[config.mk]
export PLATFORM = sky130hd
export DESIGN_NAME = output_stage_flat
export DESIGN_NICKNAME = d
export VERILOG_FILES = /design/src/rtl/output_stage_if.sv /design/src/rtl/output_stage.sv /design/src/flat_wrapper.sv
export SDC_FILE = /design/constraint.sdc
export NUM_CORES = 1
export LEC_CHECK = 0
export CAP_MARGIN = 30
export CELL_PAD_IN_SITES_DETAIL_PLACEMENT = 0
export CELL_PAD_IN_SITES_GLOBAL_PLACEMENT = 1
export CORE_AREA = 3 3 175 177
export CTS_BUF_LIST = sky130_fd_sc_hd__clkbuf_8
export DETAILED_ROUTE_END_ITERATION = 12
export DIE_AREA = 0 0 178 180
export PLACE_DENSITY_LB_ADDON = 0.1
export SLEW_MARGIN = 15
export SYNTH_ARGS = -nofsm -noshare
export SYNTH_HDL_FRONTEND = slang
export SYNTH_HIERARCHICAL = 1
export SYNTH_SLANG_ARGS = --single-unit
[constraint.sdc]
create_clock -name CLK -period 4.3 [get_ports CLK]
set_input_delay 1.29 -clock CLK [delete_from_list [all_inputs] [get_ports CLK]]
set_output_delay 1.29 -clock CLK [all_outputs]
set_load 0.005 [all_outputs]
[src/rtl/output_stage_if.sv]
// ---------------------------------------------------------------------------
// output_stage_if
// Bundles the tile handshake from the array controller and the simple
// dual-port output memory bus for the output_stage write-back engine.
//
//   START_CALC  level, high for the whole controller RUN phase
//   ACC         0 = overwrite tile, 1 = accumulate onto stored tile
//   ODST        output tile address {m, t}
//   ROW_VALID   ROW_DATA valid this cycle
//   ROW_DATA    LANES x PSUM_W signed lanes
//   ROW_READY   row accepted when ROW_VALID & ROW_READY
//   OM_REN/OM_RADDR/OM_RDATA   read port, data one cycle after OM_REN
//   OM_WEN/OM_WADDR/OM_WDATA   write port
//   Tile_Done   one-cycle pulse after the fourth row is written
//   BUSY        engine not idle
//
// slave  : the output_stage itself
// master : the surroundings (array controller + output memory)
// ---------------------------------------------------------------------------
interface output_stage_if #(
    parameter int LANES  = 4,
    parameter int PSUM_W = 16
);
    logic                      START_CALC;
    logic                      ACC;
    logic [3:0]                ODST;
    logic                      ROW_VALID;
    logic [LANES*PSUM_W-1:0]   ROW_DATA;
    logic                      ROW_READY;
    logic                      OM_REN;
    logic [5:0]                OM_RADDR;
    logic [LANES*PSUM_W-1:0]   OM_RDATA;
    logic                      OM_WEN;
    logic [5:0]                OM_WADDR;
    logic [LANES*PSUM_W-1:0]   OM_WDATA;
    logic                      Tile_Done;
    logic                      BUSY;

    modport slave (
        input  START_CALC, ACC, ODST, ROW_VALID, ROW_DATA, OM_RDATA,
        output ROW_READY, OM_REN, OM_RADDR, OM_WEN, OM_WADDR, OM_WDATA,
               Tile_Done, BUSY
    );

    modport master (
        output START_CALC, ACC, ODST, ROW_VALID, ROW_DATA, OM_RDATA,
        input  ROW_READY, OM_REN, OM_RADDR, OM_WEN, OM_WADDR, OM_WDATA,
               Tile_Done, BUSY
    );
endinterface

[src/rtl/output_stage.sv]
// ---------------------------------------------------------------------------
// output_stage
// Tile write-back engine between the MAC array and output memory. Accepts
// four result rows per tile pass while START_CALC is high and writes each
// to address {ODST, row}, either overwriting or adding lane-wise onto the
// partial sum already stored. Pulses Tile_Done in the cycle the fourth
// row is written.
//
// Ports:
//   CLK  clock, rising edge
//   RST  synchronous active-high reset
//   bus  output_stage_if.slave (handshake + output memory ports)
//
// Build option:
//   OSTAGE_SAT_EN  when defined, accumulate saturates per lane to the signed
//                  PSUM_W range; otherwise it wraps modulo 2^PSUM_W.
// ---------------------------------------------------------------------------

// One lane of the accumulate adder.
module output_stage_lane #(
    parameter int PSUM_W = 16
) (
    input  logic [PSUM_W-1:0] a,
    input  logic [PSUM_W-1:0] b,
    output logic [PSUM_W-1:0] sum
);
`ifdef OSTAGE_SAT_EN
    localparam logic [PSUM_W-1:0] MAXV = {1'b0, {(PSUM_W-1){1'b1}}};
    localparam logic [PSUM_W-1:0] MINV = {1'b1, {(PSUM_W-1){1'b0}}};
    logic [PSUM_W:0] full;

    // Sign-extended sum; the top two bits differ exactly on overflow and the
    // top bit then gives the true sign of the result.
    always_comb begin
        full = {a[PSUM_W-1], a} + {b[PSUM_W-1], b};
        if (full[PSUM_W] != full[PSUM_W-1])
            sum = full[PSUM_W] ? MINV : MAXV;
        else
            sum = full[PSUM_W-1:0];
    end
`else
    assign sum = a + b;
`endif
endmodule

module output_stage #(
    parameter int LANES  = 4,
    parameter int PSUM_W = 16
) (
    input  logic           CLK,
    input  logic           RST,
    output_stage_if.slave  bus
);
    localparam int ROW_W = LANES * PSUM_W;

    typedef enum logic [1:0] {IDLE, COLLECT, DRAIN} state_t;

    state_t      state, state_nxt;
    logic [1:0]  row_cnt, row_cnt_nxt;
    logic [3:0]  odst_q;
    logic        acc_q;

    // Write stage: one registered row in flight toward memory.
    logic             wr_vld;
    logic             wr_acc;
    logic [5:0]       wr_addr;
    logic [ROW_W-1:0] row_q;

    logic        accept;
    logic        acc_sel;
    logic [3:0]  odst_sel;
    logic [5:0]  row_addr;

    logic [LANES-1:0][PSUM_W-1:0] lane_row, lane_mem, lane_sum;

    assign accept = (state == COLLECT) && bus.ROW_VALID;

    // Row 0 takes ODST/ACC live (they are latched on that acceptance);
    // rows 1-3 use the latched copy so ODST may move on early.
    assign acc_sel  = (row_cnt == 2'd0) ? bus.ACC  : acc_q;
    assign odst_sel = (row_cnt == 2'd0) ? bus.ODST : odst_q;
    assign row_addr = {odst_sel, row_cnt};

    // Next state
    always_comb begin
        state_nxt   = state;
        row_cnt_nxt = row_cnt;
        case (state)
            IDLE: begin
                row_cnt_nxt = 2'd0;
                if (bus.START_CALC) state_nxt = COLLECT;
            end
            COLLECT: begin
                if (accept) row_cnt_nxt = row_cnt + 2'd1;
                if (!bus.START_CALC) begin
                    // Abort: drop the partial tile, no Tile_Done.
                    state_nxt   = IDLE;
                    row_cnt_nxt = 2'd0;
                end else if (accept && row_cnt == 2'd3) begin
                    state_nxt = DRAIN;
                end
            end
            DRAIN: begin
                row_cnt_nxt = 2'd0;
                state_nxt   = bus.START_CALC ? COLLECT : IDLE;
            end
            default: begin
                state_nxt   = IDLE;
                row_cnt_nxt = 2'd0;
            end
        endcase
    end

    always_ff @(posedge CLK) begin
        if (RST) begin
            state   <= IDLE;
            row_cnt <= 2'd0;
            odst_q  <= '0;
            acc_q   <= 1'b0;
            wr_vld  <= 1'b0;
            wr_acc  <= 1'b0;
            wr_addr <= '0;
            row_q   <= '0;
        end else begin
            state   <= state_nxt;
            row_cnt <= row_cnt_nxt;
            if (accept && row_cnt == 2'd0) begin
                odst_q <= bus.ODST;
                acc_q  <= bus.ACC;
            end
            // An accepted row is always written next cycle, even if the
            // tile is aborted in the same cycle.
            wr_vld <= accept;
            if (accept) begin
                wr_acc  <= acc_sel;
                wr_addr <= row_addr;
                row_q   <= bus.ROW_DATA;
            end
        end
    end

    // Lane-wise accumulate of stored partial sum and registered row.
    assign lane_row = row_q;
    assign lane_mem = bus.OM_RDATA;

    for (genvar i = 0; i < LANES; i++) begin : g_lane
        output_stage_lane #(.PSUM_W(PSUM_W)) u_lane (
            .a   (lane_mem[i]),
            .b   (lane_row[i]),
            .sum (lane_sum[i])
        );
    end

    // Outputs: state-decoded handshake, read issued in the accept cycle,
    // write one cycle later. Idle buses are held at zero.
    assign bus.ROW_READY = (state == COLLECT);
    assign bus.BUSY      = (state != IDLE);
    assign bus.Tile_Done = (state == DRAIN);
    assign bus.OM_REN    = accept && acc_sel;
    assign bus.OM_RADDR  = bus.OM_REN ? row_addr : 6'd0;
    assign bus.OM_WEN    = wr_vld;
    assign bus.OM_WADDR  = wr_vld ? wr_addr : 6'd0;
    assign bus.OM_WDATA  = !wr_vld ? '0 : (wr_acc ? lane_sum : row_q);
endmodule

[src/flat_wrapper.sv]
// flat-port wrapper written by rule: the top's interface ports become plain ports
module output_stage_flat 
#(
    parameter int LANES  = 4,
    parameter int PSUM_W = 16
)
  (CLK, RST, bus_START_CALC, bus_ACC, bus_ODST, bus_ROW_VALID, bus_ROW_DATA, bus_OM_RDATA, bus_ROW_READY, bus_OM_REN, bus_OM_RADDR, bus_OM_WEN, bus_OM_WADDR, bus_OM_WDATA, bus_Tile_Done, bus_BUSY);
  output_stage_if #(.LANES(LANES), .PSUM_W(PSUM_W)) bus_i ();
  input  logic CLK;
  input  logic RST;
  input wire logic [$bits(bus_i.START_CALC)-1:0] bus_START_CALC;
  input wire logic [$bits(bus_i.ACC)-1:0] bus_ACC;
  input wire logic [$bits(bus_i.ODST)-1:0] bus_ODST;
  input wire logic [$bits(bus_i.ROW_VALID)-1:0] bus_ROW_VALID;
  input wire logic [$bits(bus_i.ROW_DATA)-1:0] bus_ROW_DATA;
  input wire logic [$bits(bus_i.OM_RDATA)-1:0] bus_OM_RDATA;
  output wire logic [$bits(bus_i.ROW_READY)-1:0] bus_ROW_READY;
  output wire logic [$bits(bus_i.OM_REN)-1:0] bus_OM_REN;
  output wire logic [$bits(bus_i.OM_RADDR)-1:0] bus_OM_RADDR;
  output wire logic [$bits(bus_i.OM_WEN)-1:0] bus_OM_WEN;
  output wire logic [$bits(bus_i.OM_WADDR)-1:0] bus_OM_WADDR;
  output wire logic [$bits(bus_i.OM_WDATA)-1:0] bus_OM_WDATA;
  output wire logic [$bits(bus_i.Tile_Done)-1:0] bus_Tile_Done;
  output wire logic [$bits(bus_i.BUSY)-1:0] bus_BUSY;
  assign bus_i.START_CALC = bus_START_CALC;
  assign bus_i.ACC = bus_ACC;
  assign bus_i.ODST = bus_ODST;
  assign bus_i.ROW_VALID = bus_ROW_VALID;
  assign bus_i.ROW_DATA = bus_ROW_DATA;
  assign bus_i.OM_RDATA = bus_OM_RDATA;
  assign bus_ROW_READY = bus_i.ROW_READY;
  assign bus_OM_REN = bus_i.OM_REN;
  assign bus_OM_RADDR = bus_i.OM_RADDR;
  assign bus_OM_WEN = bus_i.OM_WEN;
  assign bus_OM_WADDR = bus_i.OM_WADDR;
  assign bus_OM_WDATA = bus_i.OM_WDATA;
  assign bus_Tile_Done = bus_i.Tile_Done;
  assign bus_BUSY = bus_i.BUSY;
  output_stage #(.LANES(LANES), .PSUM_W(PSUM_W)) u_core (.CLK(CLK), .RST(RST), .bus(bus_i));
endmodule
# Word level (Yosys, flattened, before mapping)
# Cells that the tools add are included.
[totals] regBits=81 word_cells=40 in_bits=137 out_inout_bits=81
[classes] bitwise_logic=2 reduce_logical=9 n_mux=11 addsub=5 n_eq_ne=5
[op_table] cell="$mux W64" n=2
[op_table] cell="$add A16 B16 Y16" n=4
[op_table] cell="$mux W6" n=2
[op_table] cell="$mux W2" n=3
[op_table] cell="$pmux W2 S3" n=1
[op_table] cell="$eq A2 B2 Y1 const B" n=2
[op_table] cell="$logic_and A1 B1 Y1" n=4
[op_table] cell="$logic_not A2 Y1" n=2
[op_table] cell="$mux W4" n=1
[op_table] cell="$ne A3 B2 Y1 const B" n=1
[op_table] cell="$reduce_or A3 Y1" n=1
[op_table] cell="$add A2 B1 Y2 const B" n=1
[op_table] cell="$eq A2 B1 Y1 const B" n=1
[op_table] cell="$mux W1" n=2
[op_table] cell="$ne A2 B2 Y1 const B" n=1
[op_table] cell="$not A1 Y1" n=2
[op_table] cell="$reduce_and A2 Y1" n=1
[op_table] cell="$reduce_bool A2 Y1" n=1

# Logic depth before layout (Yosys ltp)
# Gate-level depths: netlist of the first run.
[depth] ltp_word=6 ltp_mapped=9 ltp_nobuf=9

# Cells and area by module
# The synthesis of the first run kept the hierarchy.
[by_module_without_submodules] mod="output_stage" seq_area_each_um2=1621.6 area_each_um2=4152.7 cells_each=513 instances=1
[by_module_without_submodules] mod="output_stage_lane (u_core.g_lane[1].u_lane ...)" seq_area_each_um2=0.0 area_each_um2=805.8 cells_each=104 instances=2
[by_module_without_submodules] mod="output_stage_lane (u_core.g_lane[3].u_lane)" seq_area_each_um2=0.0 area_each_um2=809.5 cells_each=104 instances=1
[by_module_without_submodules] mod="output_stage_lane (u_core.g_lane[0].u_lane)" seq_area_each_um2=0.0 area_each_um2=724.4 cells_each=98 instances=1

# Worst setup path after synthesis of the first run
# No wires, ideal clock.
[synth_timing] kind="input -> output" start="input port bus_OM_RDATA[0]" end="output port bus_OM_WDATA[10]" slack_ns=-0.107 arrival_time_ns=3.117 path_buffers=0 cell_stages=9 required_time_ns=3.010 cell_sequence="ha_1 > fa_1 > a21o_2 > a311oi_2 > o21ai_0 > a311oi_1 > nor3_1 > mux2i_1 > nor2b_1"
[synth_rtl] element="start: declaration" line_no="flat_wrapper.sv:16" source="input wire logic [$bits(bus_i.OM_RDATA)-1:0] bus_OM_RDATA;"
[synth_rtl] element="end: declaration" line_no="flat_wrapper.sv:22" source="output wire logic [$bits(bus_i.OM_WDATA)-1:0] bus_OM_WDATA;"

==> metrics.csv, run 1 <==
metric;value;unit
result of the run;complete, but fails checks;
violations in the final reports;negative setup slack;
all-layer global routing usage;16.7;%
Power per Cell Area;186;nW/µm²
Clk network pwr share;29.8;%
vias in the first global route;8176;
cell types occupying the most area after synthesis;dfxtp_1 (22%), ha_1 (11%), mux2i_1 (10%);
via count;7724;
TritonCTS Sinks;81;
met1 GRT Util;21.6;%
dpl cell area;10700;µm²
count of non-filler cells in the finished layout;1669;
total placed cells including tap cells;1610;
sequential power share;34.9;%
mean cell area of the mapped netlist;7.91;µm²
proportion of layout cells with a drive suffix above 1;36.8;%
wire length of the first global-routing pass;43.3;mm
Peak VDD IR;0.000153;V
crit path time final;4.57;ns
net switching power figure;724;µW
Die Footprint;32000;µm²
crit path launch;bus_OM_RDATA[0];
M3 GR Usage;2.81;%
switch share;31.4;%
CP Capture Type;primary output;
DRC violations left;0;
final weighted congestion of routability-driven global placement;0.777;
cell count after synthesis;923;
actual transition at the worst max-transition pin;0.772;ns
area of the core region;29400;µm²
Clock Skews;0.0158;ns
pin count of the biggest net entering global routing;61;
CTS root buffer;clkbuf_8;
post-route cell area;12400;µm²
detailed-route wire length per cell;16.4;µm
fraction of registers with async set or reset after synthesis;0;%
area of the mapped netlist;7300;µm²
HP Class;register to register;
CTS tree;done;
library cell with the largest summed area after synthesis;dfxtp_1;
critical path launch point type;input port;
worst rel slew slack;48.5;%
register bit total from synthesis;81;
hold_buf cts;0;
number of different library cells in the post-synthesis netlist;57;
DP HPWL;19.2;mm
Most used DFF post-synth;dfxtp_1;
number of H-tree branching levels;3;
CP arrival;3.28;ns
I/O pin count;218;
routed wire length;27.4;mm
layer with the highest usage after global routing;met2;
post-detailed-route via-to-cell ratio;4.63;
starting utilization of the core area;24.8;%
CTS Buf Count;9;
max-slew violations;0;
M2 GR Usage;28.8;%
number of buffers on the longest clock path;2;
capture point of the worst reg-to-reg path;u_core/wr_addr[4]$_SDFFE_PP0P_;
Core Util, Final;42.2;%
max-cap check violation count;0;
fmax;219;MHz
classification of the worst setup path;input port to primary output;
Iter 0 DRT Violations;188;
filler cell count;3002;
final count of negative-setup-slack endpoints;27;
synthesis warning total;6;
leftover overflow at the end of global routing;0;
Std-Cell Rows;63;
worst path setup slack after routing;-0.274;ns
first-pass iteration count of the detailed router;4;
x dimension of the die;178;µm
clock transition at the registers of the reported paths;0.08;ns
Post-Syn Nets;1126;
unrepaired setup endpoints after global routing;yes;
number of enable flip-flop cells after synthesis;0;
internal power;1580;µW
leakage power summed over all cells;0.00492;µW
data required time of the worst path;3.01;ns
final critical-path share of the clock period;106;%
worst slack on hold paths;0.458;ns
clock latency on the worst-skew pair;0.38;ns
start of the worst register-to-register path;u_core/state[0]$_SDFFE_PP0P_;
crit path capture;bus_OM_WDATA[14];
portion of synthesized cell area occupied by the leading cell type;22.2;%
total of buffers placed on input and output ports;217;
die extent in y;180;µm
synth-to-layout area growth;70.1;%
hold path depth;2;
Comb pwr share;35.4;%
final hold violation count;0;
crit-path max FO;2;
worst reg-to-reg setup slack;2.49;ns
number of nets with antenna violations after detailed routing;0;
post-synthesis sequential area ratio;22.2;%
Worst R2R Path Depth;5;
number of nets in the final layout;1476;
number of antenna violations at the first check in global routing;3;
-- power groups by stage --
stage          Sequential, µW  Combinational (µW)  Clock [µW]
3_5_place_dp              814                 665           0
2_1_floorplan             806                 348           0
3_3_place_gp              813                 665           0
5_1_grt                   809                 889         746
4_1_cts                   804                 795         727
6_report                  804                 815         687
-- logic make-up (layout without fill, tap and decap cells) --
| kind of cell | after synthesis | count (layout) | synth area share [%] |
|---|---|---|---|
| xor gates and xnor gates | 55 | 55 | 6.60 |
| buffers and inverters | 65 | 420 | 4.97 |
| AOI/OAI and AO/OA | 231 | 231 | 19.8 |
| adders and majority gates | 66 | 66 | 11.7 |
| muxes | 77 | 77 | 10.6 |
| DFF | 81 | 81 | 22.2 |
| and+or+nand+nor | 348 | 348 | 24.1 |
| other | 0 | 1 | 0 |
-- synthesized netlist by cell type (all sizes together), types with 4 or more instances --
cell type and instances:
mux2i 76, o21ai 29, o21bai 5, a211o 4, and2 6, nor2b 68, nand2 176, a211oi 8
inv 6, nand3 27, o211ai 12, ha 62, clkbuf 18, nand4 6, xnor2 32, nor3 15
or2 5, xor2 23, fa 4, a31oi 7, dfxtp 81, buf 41, a21o 18, nor2 25
a21oi 132
-- what timing repair did --
item	CTS	global route
setup buffers	36	11
pin swaps	146	80
endpoints found under the setup margin	60	50
gates resized for setup	487	82
-- worst min-delay path by stage --
stage	from	end
floorplan	u_core/wr_addr[0]$_SDFFE_PP0P_	u_core/wr_addr[0]$_SDFFE_PP0P_
global placement	u_core/acc_q$_SDFFE_PP0P_	u_core/acc_q$_SDFFE_PP0P_
detailed placement	u_core/wr_addr[0]$_SDFFE_PP0P_	u_core/wr_addr[0]$_SDFFE_PP0P_
CTS	u_core/wr_addr[1]$_SDFFE_PP0P_	u_core/wr_addr[1]$_SDFFE_PP0P_
global route	u_core/odst_q[3]$_SDFFE_PP0P_	u_core/odst_q[3]$_SDFFE_PP0P_
finish	u_core/acc_q$_SDFFE_PP0P_	u_core/acc_q$_SDFFE_PP0P_
-- worst max-delay path, stage by stage --
cell and delay [ns]:
buf_6 0.10, ha_4 0.15, fa_2 0.35, a21o_4 0.22, a311oi_2 0.20, buf_4 0.17
buf_6 0.11, nor3b_2 0.04, a211oi_2 0.17, xnor2_1 0.14, mux2i_1 0.09, nor2b_1 0.13
buf_2 0.12
-- area by class of cell --
cell class                 count  area, µm²  share of cell area (%)
clock buffer                  11        151                    1.22
sequential                    81       1630                    13.1
antenna                        1       2.50                  0.0202
tap                          390        488                    3.93
timing repair buffer         398       3360                    27.1
clock inverter                 5       71.3                   0.574
inverter                       6       22.5                   0.181
multi-input combinational    777       6690                    53.9
-- cells in the final DEF (no fill, tap or decap), types with 21 or more instances in the layout --
master           count
buf_6               34
buf_2               48
clkdlybuf4s50_1    112
nor2b_1             67
nand3_1             21
nand2_1            165
a21oi_2             25
buf_4              159
dfxtp_1             79
mux2i_1             76
ha_4                54
a21oi_1            100
xnor2_1             28
dlygate4sd2_1       21
xor2_1              22
-- registers in the layout (all words and copies together), names as in the netlist --
register           cells
u_core/state           2
u_core/row_cnt         2
u_core/acc_q           1
u_core/bus.OM_WEN      1
u_core/wr_addr         6
u_core/lane_row       64
u_core/wr_acc          1
u_core/odst_q          4
-- per-layer routing --
metal,vias up,wire length [µm]
li1,3929,-
met1,3609,12500
met5,-,28
met4,4,368
met2,156,13300
met3,26,1210
-- metrics by stage --
stage | power, µW | worst slack [ns] | setup TNS [ns]
global placement | 1480 | -1.06 | -43.25
floorplan | 1150 | 0.00965 | 0
finish | 2310 | -0.274 | -2.46
detailed placement | 1480 | -1.08 | -42.74
CTS | 2330 | -0.421 | -4.60
global route | 2440 | -0.337 | -5.96
Power figures use the tool's default switching activity.
==> run 2, diff against run 1 <==
--- a/config.mk
+++ b/config.mk
@@ -8,11 +8,12 @@
 export CAP_MARGIN = 30
 export CELL_PAD_IN_SITES_DETAIL_PLACEMENT = 0
 export CELL_PAD_IN_SITES_GLOBAL_PLACEMENT = 1
-export CORE_AREA = 3 3 175 177
+export CORE_AREA = 3 3 156 158
 export CTS_BUF_LIST = sky130_fd_sc_hd__clkbuf_8
 export DETAILED_ROUTE_END_ITERATION = 12
-export DIE_AREA = 0 0 178 180
+export DIE_AREA = 0 0 159 161
 export PLACE_DENSITY_LB_ADDON = 0.1
+export SKIP_CTS_REPAIR_TIMING = 1
 export SLEW_MARGIN = 15
 export SYNTH_ARGS = -nofsm -noshare
 export SYNTH_HDL_FRONTEND = slang
==> run 2 against run 1 <==
Against the previous run:
- the run still ends with negative setup slack left
- sequential power rose by 0.6%
- fmax fell by 4.9%
- cell area fell by 0.91%
- critical path depth did not move
- via count fell by 1.1%
==> metrics.csv, run 2 (synthesized netlist as in run 1, its figures left out) <==
metric;value;unit;change
pin count of the biggest net entering global routing;80;;was 61
leftover overflow at the end of global routing;0;;unchanged
x dimension of the die;159;µm;was 178 µm
DP HPWL;17.5;mm;was 19.2 mm
DRC violations left;0;;unchanged
Die Footprint;25600;µm²;was 32000 µm²
worst rel slew slack;42.6;%;was 48.5%
worst path setup slack after routing;-0.508;ns;was -0.274 ns
Peak VDD IR;0.000117;V;was 0.000153 V
proportion of layout cells with a drive suffix above 1;33.7;%;was 36.8%
classification of the worst setup path;input port to primary output;;unchanged
internal power;1490;µW;was 1580 µW
Std-Cell Rows;56;;was 63
worst hold path startpoint;u_core/odst_q[3]$_SDFFE_PP0P_;;was u_core/acc_q$_SDFFE_PP0P_
final count of negative-setup-slack endpoints;23;;was 27
CP arrival;3.52;ns;was 3.28 ns
max-slew violations;0;;unchanged
post-detailed-route via-to-cell ratio;4.86;;was 4.63
final weighted congestion of routability-driven global placement;0.828;;was 0.777
area of the core region;23300;µm²;was 29400 µm²
Cell Chain, Critical Path;buf_6, ha_4, fa_2, a21o_4, a311oi_2, buf_4, buf_6, nor3_4, o41ai_2, xnor2_1, mux2i_1, nor2b_1, buf_2;;was buf_6, ha_4, fa_2, a21o_4, a311oi_2, buf_4, buf_6, nor3b_2, a211oi_2, xnor2_1, mux2i_1, nor2b_1, buf_2
I/O pin count;218;;unchanged
crit path time final;4.81;ns;was 4.57 ns
Comb pwr share;35.8;%;was 35.4%
actual transition at the worst max-transition pin;0.861;ns;was 0.772 ns
synth-to-layout area growth;68.6;%;was 70.1%
start of the worst register-to-register path;u_core/state[0]$_SDFFE_PP0P_;;unchanged
max-cap check violation count;0;;unchanged
CTS Buf Count;9;;unchanged
unrepaired setup endpoints after global routing;yes;;unchanged
leakage power summed over all cells;0.00519;µW;was 0.00492 µW
clock transition at the registers of the reported paths;0.09;ns;was 0.08 ns
starting utilization of the core area;31.4;%;was 24.8%
routed wire length;25.0;mm;was 27.4 mm
fmax;208;MHz;was 219 MHz
via count;7642;;was 7724
max reg flops;64;;unchanged
net switching power figure;718;µW;was 724 µW
Clk network pwr share;27.6;%;was 29.8%
CTS tree;done;;unchanged
crit-path max FO;2;;unchanged
CP Capture Type;primary output;;unchanged
wire length of the first global-routing pass;37.9;mm;was 43.3 mm
hold path depth;2;;unchanged
Clock Skews;0.0118;ns;was 0.0158 ns
number of buffers on the longest clock path;2;;unchanged
number of H-tree branching levels;3;;unchanged
Iter 0 DRT Violations;241;;was 188
data required time of the worst path;3.01;ns;about the same
critical path launch point type;input port;;unchanged
stage delay of the slowest cell on the critical path;0.41;ns;was 0.35 ns
HP Class;register to register;;unchanged
number of nets with antenna violations after detailed routing;0;;unchanged
critical path buffer and inverter count;4;;unchanged
number of antenna violations at the first check in global routing;1;;was 3
vias in the first global route;7283;;was 8176
TritonCTS Sinks;81;;unchanged
pre-CTS WS;-1.04;ns;was -1.08 ns
final critical-path share of the clock period;112;%;was 106%
Worst R2R Path Depth;5;;unchanged
cell repeated most along the worst path;buf_6;;unchanged
all-layer global routing usage;17.9;%;was 16.7%
Core Util, Final;52.9;%;was 42.2%
switch share;32.5;%;was 31.4%
detailed-route wire length per cell;15.9;µm;was 16.4 µm
destination of the worst hold path;u_core/odst_q[3]$_SDFFE_PP0P_;;was u_core/acc_q$_SDFFE_PP0P_
number of nets in the final layout;1449;;was 1476
CTS root buffer;clkbuf_8;;unchanged
slowest library cell on the worst path;fa_2;;unchanged
violations in the final reports;negative setup slack;;unchanged
leading cell type in the layout, fill and taps excluded;nand2_1;;unchanged
sequential power share;36.6;%;was 34.9%
leading cell types in the layout, fill and taps excluded;nand2_1 (166), buf_4 (120), clkdlybuf4s50_1 (111), a21oi_1 (102), dfxtp_1 (79);;was nand2_1 (165), buf_4 (159), clkdlybuf4s50_1 (112), a21oi_1 (100), dfxtp_1 (79)
final hold violation count;0;;unchanged
first-pass iteration count of the detailed router;6;;was 4
total of buffers placed on input and output ports;217;;unchanged
clock latency on the worst-skew pair;0.37;ns;was 0.38 ns
Power per Cell Area;180;nW/µm²;was 186 nW/µm²
die extent in y;161;µm;was 180 µm
result of the run;complete, but fails checks;;unchanged
crit-path leading delay family;compound AO/OA/AOI/OAI gates;;unchanged
capture point of the worst reg-to-reg path;u_core/wr_addr[4]$_SDFFE_PP0P_;;unchanged
worst reg-to-reg setup slack;2.54;ns;was 2.49 ns
crit path launch;bus_OM_RDATA[0];;unchanged
[run 2: worst max-delay path by stage]
stage / to / cells past startpoint
floorplan: bus_OM_WDATA[14] / 9
global placement: bus_OM_WDATA[62] / 11
detailed placement: bus_OM_WDATA[14] / 12
CTS: bus_OM_WDATA[14] / 12
global route: bus_OM_WDATA[12] / 13
finish: bus_OM_WDATA[12] / 13
[run 2: layout make-up]
cell class | instances | area (µm²)
timing repair buffer | 371 | 3420
multi-input combinational | 777 | 6630
sequential | 81 | 1630
clock buffer | 9 | 124
antenna | 1 | 2.50
fill | 2249 | 11000
clock inverter | 7 | 71.3
tap | 319 | 399
inverter | 6 | 22.5
[run 2: per-layer routing]
layer  vias up  wire, µm  track usage, %
met4         2       216            3.66
met3        19      1080            3.64
met1      3599     11700            23.9
met2       133     12000            30.3
li1       3889         -               -
met5         -        13               0
[run 2: power groups by stage]
stage,sequential [µW],combinational [µW],clock (µW)
2_1_floorplan,806,348,0
3_3_place_gp,819,646,0
3_5_place_dp,819,650,0
4_1_cts,802,655,639
5_1_grt,814,863,667
6_report,809,791,610
[run 2: worst reg2reg max path, delay by kind of cell, from the launching register on]
kind / cells / cell delay [ns]
AO/OA/AOI/OAI: 1 / 0.19
flip-flops: 1 / 0.48
buffers and inverters: 2 / 0.69
AND/OR/NAND/NOR: 2 / 0.33
[run 2: through the flow]
| step | area (µm²) | total power, µW | setup TNS [ns] | hold slack [ns] | instances |
|---|---|---|---|---|---|
| after floorplan | 7310 | 1150 | 0 | 0.432 | 923 |
| after global placement | 10600 | 1470 | -40.92 | 0.442 | 1531 |
| after detailed placement | 10600 | 1470 | -41.31 | 0.444 | 1532 |
| after CTS | 10800 | 2100 | -42.03 | 0.466 | 1548 |
| after global routing | 12300 | 2340 | -6.22 | 0.482 | 1570 |
| final | 12300 | 2210 | -3.01 | 0.462 | 1571 |
==> run 3, diff against run 2 <==
--- a/config.mk
+++ b/config.mk
@@ -8,14 +8,13 @@
 export CAP_MARGIN = 30
 export CELL_PAD_IN_SITES_DETAIL_PLACEMENT = 0
 export CELL_PAD_IN_SITES_GLOBAL_PLACEMENT = 1
-export CORE_AREA = 3 3 156 158
+export CORE_AREA = 3 3 151 153
 export CTS_BUF_LIST = sky130_fd_sc_hd__clkbuf_8
 export DETAILED_ROUTE_END_ITERATION = 12
-export DIE_AREA = 0 0 159 161
+export DIE_AREA = 0 0 154 156
 export PLACE_DENSITY_LB_ADDON = 0.1
 export SKIP_CTS_REPAIR_TIMING = 1
 export SLEW_MARGIN = 15
 export SYNTH_ARGS = -nofsm -noshare
 export SYNTH_HDL_FRONTEND = slang
-export SYNTH_HIERARCHICAL = 1
 export SYNTH_SLANG_ARGS = --single-unit
==> run 3 against run 2 <==
Against the previous run:
- the flow still finishes with violations (negative setup slack)
- highest routed layer unchanged
- register-to-register slack worse by 0.51 ns
- die area fell by 6.2%
- cell area down 6.0%
==> metrics.csv, run 3 <==
metric;value;unit;change
result of the run;complete, but fails checks;;unchanged
violations in the final reports;negative setup slack;;unchanged
crit path time final;4.56;ns;was 4.81 ns
fmax;219;MHz;was 208 MHz
classification of the worst setup path;input port to primary output;;unchanged
Worst R2R Path Depth;6;;was 5
leading cell type in the layout, fill and taps excluded;nand2_1;;unchanged
leakage power summed over all cells;0.00515;µW;was 0.00519 µW
Die Footprint;24000;µm²;was 25600 µm²
number of enable flip-flop cells after synthesis;0;;unchanged
DRC violations left;0;;unchanged
post-detailed-route via-to-cell ratio;4.88;;was 4.86
post-route cell area;11600;µm²;was 12300 µm²
wire length of the first global-routing pass;37.8;mm;was 37.9 mm
final critical-path share of the clock period;106;%;was 112%
Iter 0 DRT Violations;266;;was 241
final hold violation count;0;;unchanged
post-synthesis sequential area ratio;24.4;%;was 22.2%
number of nets in the final layout;1444;;was 1449
total of buffers placed on input and output ports;217;;unchanged
HP Class;register to register;;unchanged
cell types occupying the most area after synthesis;dfxtp_1 (24%), ha_1 (12%), nand2_1 (11%);;was dfxtp_1 (22%), ha_1 (11%), mux2i_1 (10%)
Std-Cell Rows;54;;was 56
Core Util, Final;53.3;%;was 52.9%
leftover overflow at the end of global routing;0;;unchanged
worst rel slew slack;39.6;%;was 42.6%
crit path launch;bus_OM_RDATA[0];;unchanged
cell count after synthesis;896;;was 923
I/O pin count;218;;unchanged
vias in the first global route;7234;;was 7283
cell with the most instances after synthesis;nand2_1;;unchanged
count of non-filler cells in the finished layout;1526;;was 1571
dpl cell area;10000;µm²;was 10600 µm²
data required time of the worst path;3.01;ns;about the same
synth-to-layout area growth;74.1;%;was 68.6%
worst path setup slack after routing;-0.262;ns;was -0.508 ns
worst reg-to-reg setup slack;2.03;ns;was 2.54 ns
die extent in y;156;µm;was 161 µm
clock transition at the registers of the reported paths;0.09;ns;about the same
crit-path max FO;3;;was 2
pin count of the biggest net entering global routing;81;;was 80
final weighted congestion of routability-driven global placement;0.863;;was 0.828
clock latency on the worst-skew pair;0.37;ns;about the same
Most used DFF post-synth;dfxtp_1;;unchanged
synthesis warning total;0;;was 6
max-slew violations;0;;unchanged
most used standard cells in the synthesized netlist;nand2_1 (186), a21oi_1 (124), dfxtp_1 (81);;was nand2_1 (175), a21oi_1 (130), dfxtp_1 (81)
first-pass iteration count of the detailed router;4;;was 6
Clock Skews;0.00952;ns;was 0.0118 ns
number of buffers on the longest clock path;2;;unchanged
number of different library cells in the post-synthesis netlist;61;;was 57
start of the worst register-to-register path;u_core.state[0]$_SDFFE_PP0P_;;was u_core/state[0]$_SDFFE_PP0P_
number of antenna violations at the first check in global routing;1;;unchanged
leading cell types in the layout, fill and taps excluded;nand2_1 (179), buf_4 (155), clkdlybuf4s50_1 (113), a21oi_1 (96), dfxtp_1 (80);;was nand2_1 (166), buf_4 (120), clkdlybuf4s50_1 (111), a21oi_1 (102), dfxtp_1 (79)
DP HPWL;17.3;mm;was 17.5 mm
Antenna diodes;0;;was 1
CTS root buffer;clkbuf_8;;unchanged
number of H-tree branching levels;3;;unchanged
final count of negative-setup-slack endpoints;25;;was 23
max-cap check violation count;0;;unchanged
total placed cells including tap cells;1483;;was 1532
portion of synthesized cell area occupied by the leading cell type;24.4;%;was 22.2%
final setup TNS;-3.05;ns;was -3.01 ns
worst slack on hold paths;0.463;ns;was 0.462 ns
area of the core region;21700;µm²;was 23300 µm²
CTS tree;done;;unchanged
actual transition at the worst max-transition pin;0.906;ns;was 0.861 ns
starting utilization of the core area;30.6;%;was 31.4%
critical path launch point type;input port;;unchanged
hold path depth;2;;unchanged
Post-Syn Nets;1099;;was 1126
TritonCTS Sinks;81;;unchanged
capture point of the worst reg-to-reg path;u_core.acc_q$_SDFFE_PP0P_;;was u_core/wr_addr[4]$_SDFFE_PP0P_
CTS Buf Count;9;;unchanged
Power per Cell Area;184;nW/µm²;was 180 nW/µm²
area of the mapped netlist;6640;µm²;was 7300 µm²
crit path capture;bus_OM_WDATA[12];;unchanged
proportion of layout cells with a drive suffix above 1;31.1;%;was 33.7%
all-layer global routing usage;19.3;%;was 17.9%
mean cell area of the mapped netlist;7.41;µm²;was 7.91 µm²
x dimension of the die;154;µm;was 159 µm
register bit total from synthesis;81;;unchanged
CP Capture Type;primary output;;unchanged
routed wire length;25.1;mm;was 25.0 mm
via count;7449;;was 7642
filler cell count;2101;;was 2249
detailed-route wire length per cell;16.4;µm;was 15.9 µm
library cell with the largest summed area after synthesis;dfxtp_1;;unchanged
number of nets with antenna violations after detailed routing;0;;unchanged
max reg flops;64;;unchanged
CP arrival;3.27;ns;was 3.52 ns
Peak VDD IR;0.000119;V;was 0.000117 V
fraction of registers with async set or reset after synthesis;0;%;unchanged
unrepaired setup endpoints after global routing;yes;;unchanged
run 3: cell count changes in the layout (fill, tap and decap cells not counted), moves of 10 or more:
cell	delta
nor2b_1	-61
nor2_1	+56
buf_4	+35
mux2i_1	-31
buf_6	-18
nand2_1	+13
nor3_2	-10
run 3: worst min path at each step:
| stage | startpoint | to | slack [ns] |
|---|---|---|---|
| 2_1_floorplan | u_core.wr_addr[0]$_SDFFE_PP0P_ | u_core.wr_addr[0]$_SDFFE_PP0P_ | 0.43 |
| 3_3_place_gp | u_core.wr_addr[0]$_SDFFE_PP0P_ | u_core.wr_addr[0]$_SDFFE_PP0P_ | 0.44 |
| 6_report | u_core.odst_q[1]$_SDFFE_PP0P_ | u_core.odst_q[1]$_SDFFE_PP0P_ | 0.46 |
| 3_5_place_dp | u_core.odst_q[1]$_SDFFE_PP0P_ | u_core.odst_q[1]$_SDFFE_PP0P_ | 0.45 |
| 4_1_cts | u_core.odst_q[1]$_SDFFE_PP0P_ | u_core.odst_q[1]$_SDFFE_PP0P_ | 0.46 |
| 5_1_grt | u_core.wr_addr[1]$_SDFFE_PP0P_ | u_core.wr_addr[1]$_SDFFE_PP0P_ | 0.48 |
run 3: kinds of logic (layout without fill, tap and decap cells):
logic type / count (synthesis) / after routing / share of synthesized area, %
xor+xnor: 43 / 43 / 5.67
simple gates: 344 / 344 / 22.4
mux: 48 / 48 / 7.27
flops: 81 / 81 / 24.4
buf+inv: 63 / 413 / 3.82
compound gates: 251 / 251 / 23.5
fa+ha+maj: 66 / 66 / 12.9
run 3: routing by layer:
metal  vias up  wire length [µm]  GRT usage, %
met3        15              1210          4.08
met1      3445             11600          25.9
met5         -                 7             0
met4         2               247          4.58
li1       3839                 -             -
met2       148             12000          32.0
run 3: worst max-delay path, cell delays in order:
cell	delay, ns
buf_6	0.10
ha_4	0.15
fa_2	0.38
a21o_1	0.17
a21oi_2	0.15
nor2b_2	0.07
o31a_1	0.32
buf_6	0.14
o21ai_4	0.13
xor2_1	0.15
a21oi_1	0.07
buf_2	0.14
run 3: per-stage QoR:
| step | total power [µW] | setup WS [ns] |
|---|---|---|
| after global placement | 1390 | -1.20 |
| after detailed placement | 1390 | -1.19 |
| final | 2130 | -0.262 |
| after floorplan | 1080 | 0.00792 |
| after CTS | 2050 | -1.22 |
| after global routing | 2250 | -0.398 |
run 3: where the power goes:
part / switching, µW / total [µW] / internal [µW]
clock: 319 / 642 / 323
combinational: 298 / 683 / 385
sequential: 29.3 / 803 / 774
total: 646 / 2130 / 1480
run 3: layout make-up:
type,instances,area [µm²],share of cell area [%]
flip-flops and latches,81,1630,14.1
repair buffers,383,3430,29.7
well taps,280,350,3.03
multi-input cells,752,5890,51.0
clock inverters,7,86.3,0.746
clock buffers,9,124,1.07
inverters,14,52.6,0.454
